===== src/rtl/misc_v_pkg.sv =====
// Shared MISC-V datapath definitions: the machine word width and word type
// used by every storage element in the datapath.
package misc_v_pkg;

  localparam int WORD_WIDTH = 16;

  typedef logic [WORD_WIDTH-1:0] word_t;

endpackage : misc_v_pkg


===== src/rtl/register_16.sv =====
// General-purpose enabled storage register for the MISC-V datapath (PC, IR,
// A/B/ALUOut latches, register-file entries), cleared by an async active-low reset.
module register_16
  import misc_v_pkg::*;
#(
  parameter int               WIDTH       = WORD_WIDTH,
  parameter logic [WIDTH-1:0] RESET_VALUE = '0
) (
  input  logic             CLK,
  input  logic             reset,
  input  logic [WIDTH-1:0] reg_input,
  input  logic             reg_write,
  output logic [WIDTH-1:0] reg_output
);

  logic [WIDTH-1:0] data_q;
  logic [WIDTH-1:0] data_d;

  // With the enable low, feed the stored value back so the register holds.
  always_comb begin
    data_d = data_q;
    if (reg_write) begin
      data_d = reg_input;
    end
  end

  always_ff @(posedge CLK or negedge reset) begin
    if (!reset) begin
      data_q <= RESET_VALUE;
    end else begin
      data_q <= data_d;
    end
  end

  // Output comes straight from the flops, with no bypass from reg_input.
  assign reg_output = data_q;

endmodule : register_16


===== config.mk =====
export PLATFORM = sky130hd
export DESIGN_NAME = register_16
export DESIGN_NICKNAME = d
export VERILOG_FILES = /design/src/rtl/misc_v_pkg.sv /design/src/rtl/register_16.sv
export SDC_FILE = /design/constraint.sdc
export NUM_CORES = 1
export LEC_CHECK = 0
export CAP_MARGIN = 20
export CORE_MARGIN = 3
export CORE_UTILIZATION = 40
export DETAILED_ROUTE_END_ITERATION = 10
export PLACE_DENSITY = 0.82
export SLEW_MARGIN = 20
export SYNTH_ARGS = -nofsm -noshare
export SYNTH_HDL_FRONTEND = slang
export SYNTH_SLANG_ARGS = --single-unit

===== constraint.sdc =====
create_clock -name CLK -period 2.03 [get_ports CLK]
set_clock_uncertainty 0.2 [all_clocks]
set_input_delay 0.3045 -clock CLK [delete_from_list [all_inputs] [get_ports CLK]]
set_output_delay 0.3045 -clock CLK [all_outputs]
set_load 0.05 [all_outputs]

Yosys cells after proc, flatten, opt, wreduce, memory -nomap -nowiden

Index checks and enable logic that the tools add are counted.

Input port bits: 19
Bits in latches: 0
Memory bits (writable): 0
Register bits: 16
ROM bits: 0
Memories: 0
Output and inout bits: 16
Word-level logic and storage cells: 1

Bitwise gates (word level): 0
Shift operators: 0
Multiplexer cells: 0
Order comparisons: 0
Equal/unequal tests: 0
Reduce and logical (&&, ||, !) cells: 0
Add/sub/neg operators: 0
Div/mod/pow operators: 0
Multipliers: 0

Logic depth before layout (Yosys ltp)

Gate-level depths: netlist of the first run.

Word-level depth: 0
Depth in mapped cells: 3
Mapped depth without buffers: 1

Least setup slack after synthesis of the first run

Ideal clock, no wire load.

Path type: reg-to-reg
Start: reg, netlist name reg_output[10]
End: reg data_q[10], in the netlist reg_output[10]
Clock period less this slack: 1.194 ns
Path buffers: 0
Library setup time: 0.125 ns
Cell stages (with the launch flop): 2
Setup slack: 0.836 ns
Arrival: 0.869 ns
Data required time: 1.705 ns
Cells stage by stage: dfrtp_1 > mux2_4

RTL lines:

| item                 | line              | RTL |
|---|---|---|
| to (signal assigned) | register_16.sv:31 | `data_q <= data_d;` |
| to (decl)            | register_16.sv:16 | `logic [WIDTH-1:0] data_q;` |

Final worst setup path of the first run

Start: reg data_q[10], in the netlist reg_output[10]
End: out reg_output[10]

RTL lines:

| item      | line              | RTL |
|---|---|---|
| to (decl) | register_16.sv:13 | `output logic [WIDTH-1:0] reg_output` |

No word-level cell between the ends.

==> results.json, run 1 <==
{
  "run_status": "finished, final reports clean",
  "cts-htree-levels": 1,
  "synthSimpleGateAreaFrac": 0,
  "design.die.area_mm2": 0.00214,
  "synth_top_family_by_area": "multiplexers",
  "die_w_um": 46.3,
  "clk_latency_ns": 0.29,
  "holdCritPathClass": "primary input to asynchronous set/reset pin",
  "cp-start-kind": "register",
  "maxCapViolCount": 0,
  "number_of_top_level_design_ports": 35,
  "first_global_vias": 424,
  "detailed_place_hpwl_um": 976,
  "timing.final.hold_violations": 0,
  "synth-compound-area-share": 0,
  "worstPathMaxFanout": 2,
  "cts_tree": "done",
  "synth_cells": 34,
  "antenna_found_initial": 0,
  "yosysUniqueCellTypes": 5,
  "drt_first_iter_violations": 4,
  "remaining_drcs": 0,
  "setup_repair_after_global_routing_missed_its_margin": "no",
  "clk_transition_reported_paths_ns": 0.10,
  "crit_path_cell_trace": "clkdlybuf4s50_1",
  "period_needed_ns": 1.97,
  "power.density_mw_per_mm2": 828,
  "core-area_mm2": 0.00142,
  "layout_worst_path_cycle_share": 0.973,
  "mostFrequentLayoutCell": "clkdlybuf4s50_1",
  "grt_first_pass_wirelength_um": 2170,
  "synth_warnings": 0,
  "post_synthesis_mux_area_share": 0.335,
  "num_vias": 417,
  "clock_tree.buffer_depth": 2,
  "buffer_ports.inserted": 34,
  "p_comb_frac": 0.327,
  "starting_density_of_the_core": 0.459,
  "worst_slew_margin_rel": 0.657,
  "route.final.wire_length_um": 1370,
  "grt_start_max_net_pins": 17,
  "seq_cells_post_synth": 16,
  "cpMaxStageDelayCell": "clkdlybuf4s50_1",
  "power.internal_mw": 0.587,
  "end_kind": "primary output",
  "share_seq_of_total_power": 0.424,
  "xor_xnor_portion_of_the_synthesized_cell_area": 0,
  "drv_slew": 0,
  "finalSetupTns_ns": 0,
  "multi_input_area_um2": 218,
  "cts_made_buffers": 3,
  "area_delta_synth_final_pct": 61.1,
  "fin_nets": 92,
  "mappedNetlistArea_um2": 649,
  "worst-slew-pin-transition_ns": 0.512,
  "crit_type": "register to primary output",
  "die_height_um": 46.3,
  "clock-root-buffer": "clkbuf_4",
  "cts_hold_buffers": 0,
  "leakagePower_nw": 0.479,
  "required_ns": 1.53,
  "ff_latch_area_um2": 400,
  "antenna_cells_inserted": 0,
  "routabilityCongestion": 0.698,
  "worst-endpoint-arrival_ns": 1.47,
  "globalRouteTotalUtil": 0.149,
  "fmaxAchievable_mhz": 506,
  "power_frac_clock": 0.249,
  "cpPeakStageDelay_ns": 0.81,
  "dp.cells": 83,
  "peakVddDrop_v": 0.000576,
  "largest_register_ffs": 16,
  "switching_share": 0.322,
  "wl_per_cell_um": 15.7,
  "global_route_total_overflow": 0,
  "worstPathBufferInverterCount": 1,
  "tritoncts_num_sinks": 16,
  "placementRows": 13,
  "synthesis.area_per_instance_um2": 19.1,
  "synth-adder-area-share": 0,
  "layout-drive-gt1-share": 0.306,
  "critPathTopFamily": "buffers and inverters",
  "num-fill-cells": 88,
  "first_pass_iters": 2,
  "report.final.setup_viol": 0,
  "power.net_switching_mw": 0.279,
  "mostFrequentLayoutCells": "32 x clkdlybuf4s50_1, 16 x dfrtp_1, 10 x mux2_4",
  "finalNonFillerCells": 87,
  "viasPerCell": 4.79,
  "yosysSeqAreaShare": 0.617,
  "ant_nets": 0,
  "mappedNetlistNets": 53
}
-- path summary, 6_finish.rpt --
kind | start | cells after the start | endpoint | slack [ns]
worst min-delay path | reset | 2 | reg_output[11]$_DFFE_PN0P_ | 0.12
min in group CLK | reg_output[5]$_DFFE_PN0P_ | 1 | reg_output[5]$_DFFE_PN0P_ | 0.32
worst max-delay path | reg_output[10]$_DFFE_PN0P_ | 1 | reg_output[10] | 0.06
worst max register to register | reg_output[15]$_DFFE_PN0P_ | 1 | reg_output[15]$_DFFE_PN0P_ | 1.06
worst min register to register | reg_output[5]$_DFFE_PN0P_ | 1 | reg_output[5]$_DFFE_PN0P_ | 0.32
max in group asynchronous | reset | 2 | reg_output[13]$_DFFE_PN0P_ | 1.33
-- through the flow --
| step | hold slack [ns] | power, mW | worst slack, ns | utilization | area (µm²) |
|---|---|---|---|---|---|
| final | 0.119 | 0.866 | 0.0553 | 0.739 | 1050 |
| after global placement | 0.291 | 0.656 | 0.378 | 0.710 | 1000 |
| after global routing | 0.131 | 0.901 | 0.00436 | 0.739 | 1050 |
| after CTS | 0.127 | 0.874 | 0.0330 | 0.736 | 1040 |
| after detailed placement | 0.293 | 0.658 | 0.364 | 0.710 | 1000 |
| after floorplan | -0.191 | 0.544 | 0.836 | - | 649 |
-- cells in the mapped netlist (all sizes together) --
| library cell | instances | area (µm²) |
|---|---|---|
| mux2 | 16 | 218 |
| dfrtp | 16 | 400 |
| buf | 2 | 31.3 |
-- kinds of logic (layout without fill, tap and decap cells) --
kind of cell / count (synthesis) / in the layout
multiplexers: 16 / 16
flip-flops: 16 / 16
buffers and inverters: 2 / 40
-- area by class of cell --
type,count,share of cell area
flip-flops and latches,16,0.383
well taps,15,0.0179
repair buffers,36,0.356
multi-input cells,16,0.208
clock buffers,4,0.0347
-- power groups by stage --
stage                     clock network (mW)  registers, mW  logic, mW
after detailed placement                   0          0.374      0.284
after CTS                              0.221          0.368      0.286
after global routing                   0.234          0.372      0.295
after floorplan                            0          0.487     0.0574
after global placement                     0          0.372      0.284
final                                  0.215          0.367      0.283
-- layer usage --
layer | vias up | part of all wire | track usage
li1 | 194 | - | -
met1 | 203 | 0.43 | 0.198
met2 | 18 | 0.48 | 0.234
met3 | 2 | 0.076 | 0.0273
met4 | 0 | 0.012 | 0.0682
met5 | - | 0 | 0
-- what timing repair did --
action,CTS,global route
endpoints found under the setup margin,0,2
gates resized for setup,0,2
setup buffers,0,0
hold endpoints to repair,0,0
No activity file was read; power rests on OpenSTA's default activity.
==> run 2, diff against run 1 <==
RECOVER_POWER = 25   (was unset)
SKIP_LAST_GASP = 1   (was unset)
==> results.json, run 2 (same netlist as run 1, synthesis figures left out) <==
{
  "run_status": "finished, final reports clean",
  "global_route_total_overflow": 0,
  "design.die.area_mm2": 0.00214,
  "worst-slew-pin-transition_ns": 0.820,
  "leakagePower_nw": 0.476,
  "totalPowerFinal_mw": 0.864,
  "antenna_found_initial": 0,
  "timing.final.hold_violations": 0,
  "cts_made_buffers": 3,
  "num_vias": 417,
  "met2_length_um": 655,
  "worstPathMaxFanout": 2,
  "cpMaxStageDelayCell": "clkdlybuf4s50_1",
  "first_global_vias": 424,
  "critPathTopFamily": "buffers and inverters",
  "critical_path.reg2reg.endpoint": "reg_output[15]$_DFFE_PN0P_",
  "path_depth": 1,
  "mostFrequentLayoutCells": "31 x clkdlybuf4s50_1, 16 x dfrtp_1, 10 x mux2_4",
  "layout_worst_path_cycle_share": 0.973,
  "holdCritPathClass": "register to register",
  "setup_repair_after_global_routing_missed_its_margin": "no",
  "r2r_setup_slack_ns": 1.06,
  "routabilityCongestion": 0.698,
  "wl_met1_um": 590,
  "grt_start_max_net_pins": 17,
  "crit_start": "reg_output[10]$_DFFE_PN0P_",
  "worst-endpoint-arrival_ns": 1.47,
  "clk_latency_ns": 0.29,
  "wl_per_cell_um": 15.7,
  "number_of_top_level_design_ports": 35,
  "crit_type": "register to primary output",
  "area_delta_synth_final_pct": 60.5,
  "mostFrequentLayoutCell": "clkdlybuf4s50_1",
  "remaining_drcs": 0,
  "worst_slew_margin_rel": 0.453,
  "cpPeakStageDelay_ns": 0.81,
  "cts_post_setup_buffers_inserted": 0,
  "clk_transition_reported_paths_ns": 0.10,
  "finalSetupTns_ns": 0,
  "power.density_mw_per_mm2": 829,
  "wl_met3_um": 103,
  "largest_register_ffs": 16,
  "source_of_the_worst_register_to_register_timing_path": "reg_output[15]$_DFFE_PN0P_",
  "die_height_um": 46.3,
  "worstPathBufferInverterCount": 1,
  "core-area_mm2": 0.00142,
  "first_pass_iters": 2,
  "required_ns": 1.53,
  "maxCapViolCount": 0,
  "placementRows": 13,
  "route.final.wire_length_um": 1370,
  "crit_path_cell_trace": "clkdlybuf4s50_1",
  "starting_density_of_the_core": 0.459,
  "worst_hold_slack_ns": 0.317,
  "period_needed_ns": 1.97,
  "fmaxAchievable_mhz": 506,
  "globalRouteTotalUtil": 0.149,
  "detailed_place_hpwl_um": 976,
  "cp-start-kind": "register",
  "drt_first_iter_violations": 4,
  "die_w_um": 46.3,
  "ant_nets": 0,
  "drv_slew": 0,
  "layout-drive-gt1-share": 0.292,
  "viasPerCell": 4.79,
  "endpoint": "reg_output[10]",
  "cts-htree-levels": 1,
  "buffer_ports.inserted": 34,
  "clock-root-buffer": "clkbuf_4",
  "end_kind": "primary output",
  "report.final.setup_viol": 0,
  "dr.max_layer_used": "met4",
  "fin_nets": 92,
  "grt_first_pass_wirelength_um": 2170,
  "r2r_cells": 1,
  "antenna_cells_inserted": 0,
  "tritoncts_num_sinks": 16,
  "peakVddDrop_v": 0.000576,
  "clock_tree.buffer_depth": 2,
  "cts_tree": "done",
  "num-fill-cells": 90
}
-- run 2: cell types whose count changed in the layout (fill, tap and decap cells not counted), sizes merged --
| cell | delta |
|---|---|
| clkdlybuf4s50 | -1 |
| buf | -1 |
| clkbuf | +1 |
| dlygate4sd3 | +1 |
-- run 2: layout make-up --
cell class	count	area (µm²)	share of cell area
clock buffers	4	36.3	0.0348
flip-flops and latches	16	400	0.384
repair buffers	36	369	0.354
well taps	15	18.8	0.0180
multi-input cells	16	218	0.209
-- run 2: worst min path at each step --
stage                              start                          to  slack [ns]  cells after the start
6_report       reg_output[5]$_DFFE_PN0P_   reg_output[5]$_DFFE_PN0P_        0.32                      1
3_3_place_gp   reg_output[1]$_DFFE_PN0P_   reg_output[1]$_DFFE_PN0P_        0.29                      1
3_5_place_dp   reg_output[5]$_DFFE_PN0P_   reg_output[5]$_DFFE_PN0P_        0.29                      1
4_1_cts                            reset  reg_output[11]$_DFFE_PN0P_        0.13                      2
2_1_floorplan                      reset   reg_output[0]$_DFFE_PN0P_       -0.19                      0
5_1_grt        reg_output[5]$_DFFE_PN0P_   reg_output[5]$_DFFE_PN0P_        0.34                      1
-- run 2: repair_timing --
action / in CTS / in global routing
hold buffers: 0 / 0
setup endpoints to repair: 0 / 2
resized for setup: 0 / 2
endpoints found under the hold margin: 0 / 0
-- run 2: report_power, final --
part | internal, mW | leakage (nW) | switching (mW)
Combinational | 0.126 | 0.268 | 0.156
Clock | 0.109 | 0.0210 | 0.106
Sequential | 0.350 | 0.187 | 0.0167
-- run 2: through the flow --
stage | utilization | worst slack [ns] | instance area, µm² | cells
finish | 0.737 | 0.0553 | 1040 | 87
global route | 0.737 | 0.00436 | 1040 | 87
CTS | 0.736 | 0.0330 | 1040 | 87
detailed placement | 0.710 | 0.364 | 1000 | 83
global placement | 0.710 | 0.378 | 1000 | 83
floorplan | - | 0.836 | 649 | 34
-- run 2: layer usage --
metal,track usage,vias to the layer above
li1,-,194
met1,0.198,203
met2,0.234,18
met3,0.0273,2
met4,0.0682,0
met5,0,-
==> run 3, diff against run 2 <==
CORE_MARGIN = 4   (was 3)
CORE_UTILIZATION = 25   (was 40)
PLACE_DENSITY = unset   (was 0.82)
==> results.json, run 3 (same netlist as run 1, synthesis figures left out) <==
{
  "crit_path_cell_trace": "clkdlybuf4s50_1",
  "grt_first_pass_wirelength_um": 2210,
  "number_of_top_level_design_ports": 35,
  "fmaxAchievable_mhz": 508,
  "first_global_vias": 492,
  "drt_first_iter_violations": 13,
  "crit_type": "register to primary output",
  "r2r_cells": 1,
  "starting_density_of_the_core": 0.262,
  "worst-slew-pin-transition_ns": 0.872,
  "layout_worst_path_cycle_share": 0.969,
  "period_needed_ns": 1.97,
  "timing.final.hold_violations": 0,
  "routabilityCongestion": 0.637,
  "grt_start_max_net_pins": 17,
  "critical_path.reg2reg.endpoint": "reg_output[14]$_DFFE_PN0P_",
  "whs_endpoint": "reg_output[3]$_DFFE_PN0P_",
  "ant_nets": 0,
  "worst-endpoint-arrival_ns": 1.46,
  "largest_register_ffs": 16,
  "layout-drive-gt1-share": 0.282,
  "totalPowerFinal_mw": 0.813,
  "required_ns": 1.53,
  "critPathTopFamily": "buffers and inverters",
  "cts_tree": "done",
  "hp-start": "reg_output[3]$_DFFE_PN0P_",
  "tritoncts_num_sinks": 16,
  "maxCapViolCount": 0,
  "cpMaxStageDelayCell": "clkdlybuf4s50_1",
  "layout.cell_area.non_filler_mm2": 0.00105,
  "core-area_mm2": 0.00248,
  "die_height_um": 59.0,
  "design.die.area_mm2": 0.00348,
  "drv_slew": 0,
  "hold-path-cell-count": 1,
  "cp-start-kind": "register",
  "cpPeakStageDelay_ns": 0.81,
  "globalRouteTotalUtil": 0.0876,
  "run_status": "finished, final reports clean",
  "route.final.wire_length_um": 1380,
  "clk_latency_ns": 0.28,
  "placementRows": 18,
  "end_kind": "primary output",
  "clock-root-buffer": "clkbuf_4",
  "clock_tree.buffer_depth": 2,
  "detailed_place_hpwl_um": 1010,
  "holdCritPathClass": "register to register",
  "cts_hold_buffers": 0,
  "buffer_ports.inserted": 34,
  "clk_transition_reported_paths_ns": 0.09,
  "viasPerCell": 4.35,
  "antenna_found_initial": 0,
  "antenna_cells_inserted": 0,
  "wl_per_cell_um": 13.7,
  "peakVddDrop_v": 0.000345,
  "detailed_place.area_mm2": 0.00102,
  "worstPathMaxFanout": 2,
  "report.final.setup_viol": 0,
  "final_core_utilization": 0.423,
  "mostFrequentLayoutCells": "31 x clkdlybuf4s50_1, 16 x dfrtp_1, 10 x mux2_4",
  "r2r_setup_slack_ns": 1.06,
  "global_route_total_overflow": 0,
  "leakagePower_nw": 0.469,
  "worstPathBufferInverterCount": 1,
  "worst_slew_margin_rel": 0.418,
  "fin_nets": 92,
  "mostFrequentLayoutCell": "clkdlybuf4s50_1",
  "setup_repair_after_global_routing_missed_its_margin": "no",
  "remaining_drcs": 0,
  "cts_made_buffers": 3,
  "die_w_um": 59.0,
  "finalSetupTns_ns": 0,
  "cts-htree-levels": 1,
  "area_delta_synth_final_pct": 61.3,
  "first_pass_iters": 2,
  "num-fill-cells": 239,
  "num_vias": 439,
  "power.density_mw_per_mm2": 777,
  "source_of_the_worst_register_to_register_timing_path": "reg_output[14]$_DFFE_PN0P_"
}
==> run 3: cell count changes in the layout (fill, tap and decap cells not counted), sizes merged <==
| cell | delta |
|---|---|
| clkbuf | -1 |
==> run 3: layout make-up <==
cell class,count,area (µm²),share of cell area
timing repair buffer,36,369,0.352
sequential,16,400,0.382
clock buffer,3,22.5,0.0215
multi-input combinational,16,218,0.208
tap,30,37.5,0.0358
==> run 3: where the power goes <==
group / switching [mW] / leakage (nW) / internal, mW / total (mW)
registers: 0.0156 / 0.187 / 0.350 / 0.366
clock network: 0.0971 / 0.0138 / 0.0690 / 0.166
logic: 0.156 / 0.268 / 0.126 / 0.282
total: 0.269 / 0.469 / 0.545 / 0.813
==> run 3: what timing repair did <==
item                       in CTS  in global routing
setup buffers                   0                  0
hold endpoints to repair        0                  0
setup endpoints to repair       0                  2
resized for setup               0                  2
==> run 3: worst max-delay path by stage <==
stage	start	end	slack (ns)	cells past startpoint
2_1_floorplan	reg_output[10]$_DFFE_PN0P_	reg_output[10]$_DFFE_PN0P_	0.84	1
3_3_place_gp	reg_write	reg_output[3]$_DFFE_PN0P_	0.37	3
3_5_place_dp	reg_write	reg_output[13]$_DFFE_PN0P_	0.36	3
4_1_cts	reg_output[14]$_DFFE_PN0P_	reg_output[14]	0.03	1
5_1_grt	reg_output[14]$_DFFE_PN0P_	reg_output[14]	0.008	1
6_report	reg_output[14]$_DFFE_PN0P_	reg_output[14]	0.06	1
==> run 3: routing by layer <==
metal / vias up / track usage / share of wire
li1: 196 / - / -
met1: 216 / 0.101 / 0.41
met2: 22 / 0.131 / 0.47
met3: 5 / 0.0504 / 0.10
met4: 0 / 0.0388 / 0.020
met5: - / 0 / 0
==> run 3: metrics by stage <==
step / setup WS, ns / hold slack, ns / instances
final: 0.0620 / 0.310 / 101
after global routing: 0.00787 / 0.339 / 101
after CTS: 0.0308 / 0.136 / 101
after detailed placement: 0.359 / 0.297 / 98
after global placement: 0.373 / 0.291 / 98
after floorplan: 0.836 / -0.191 / 34
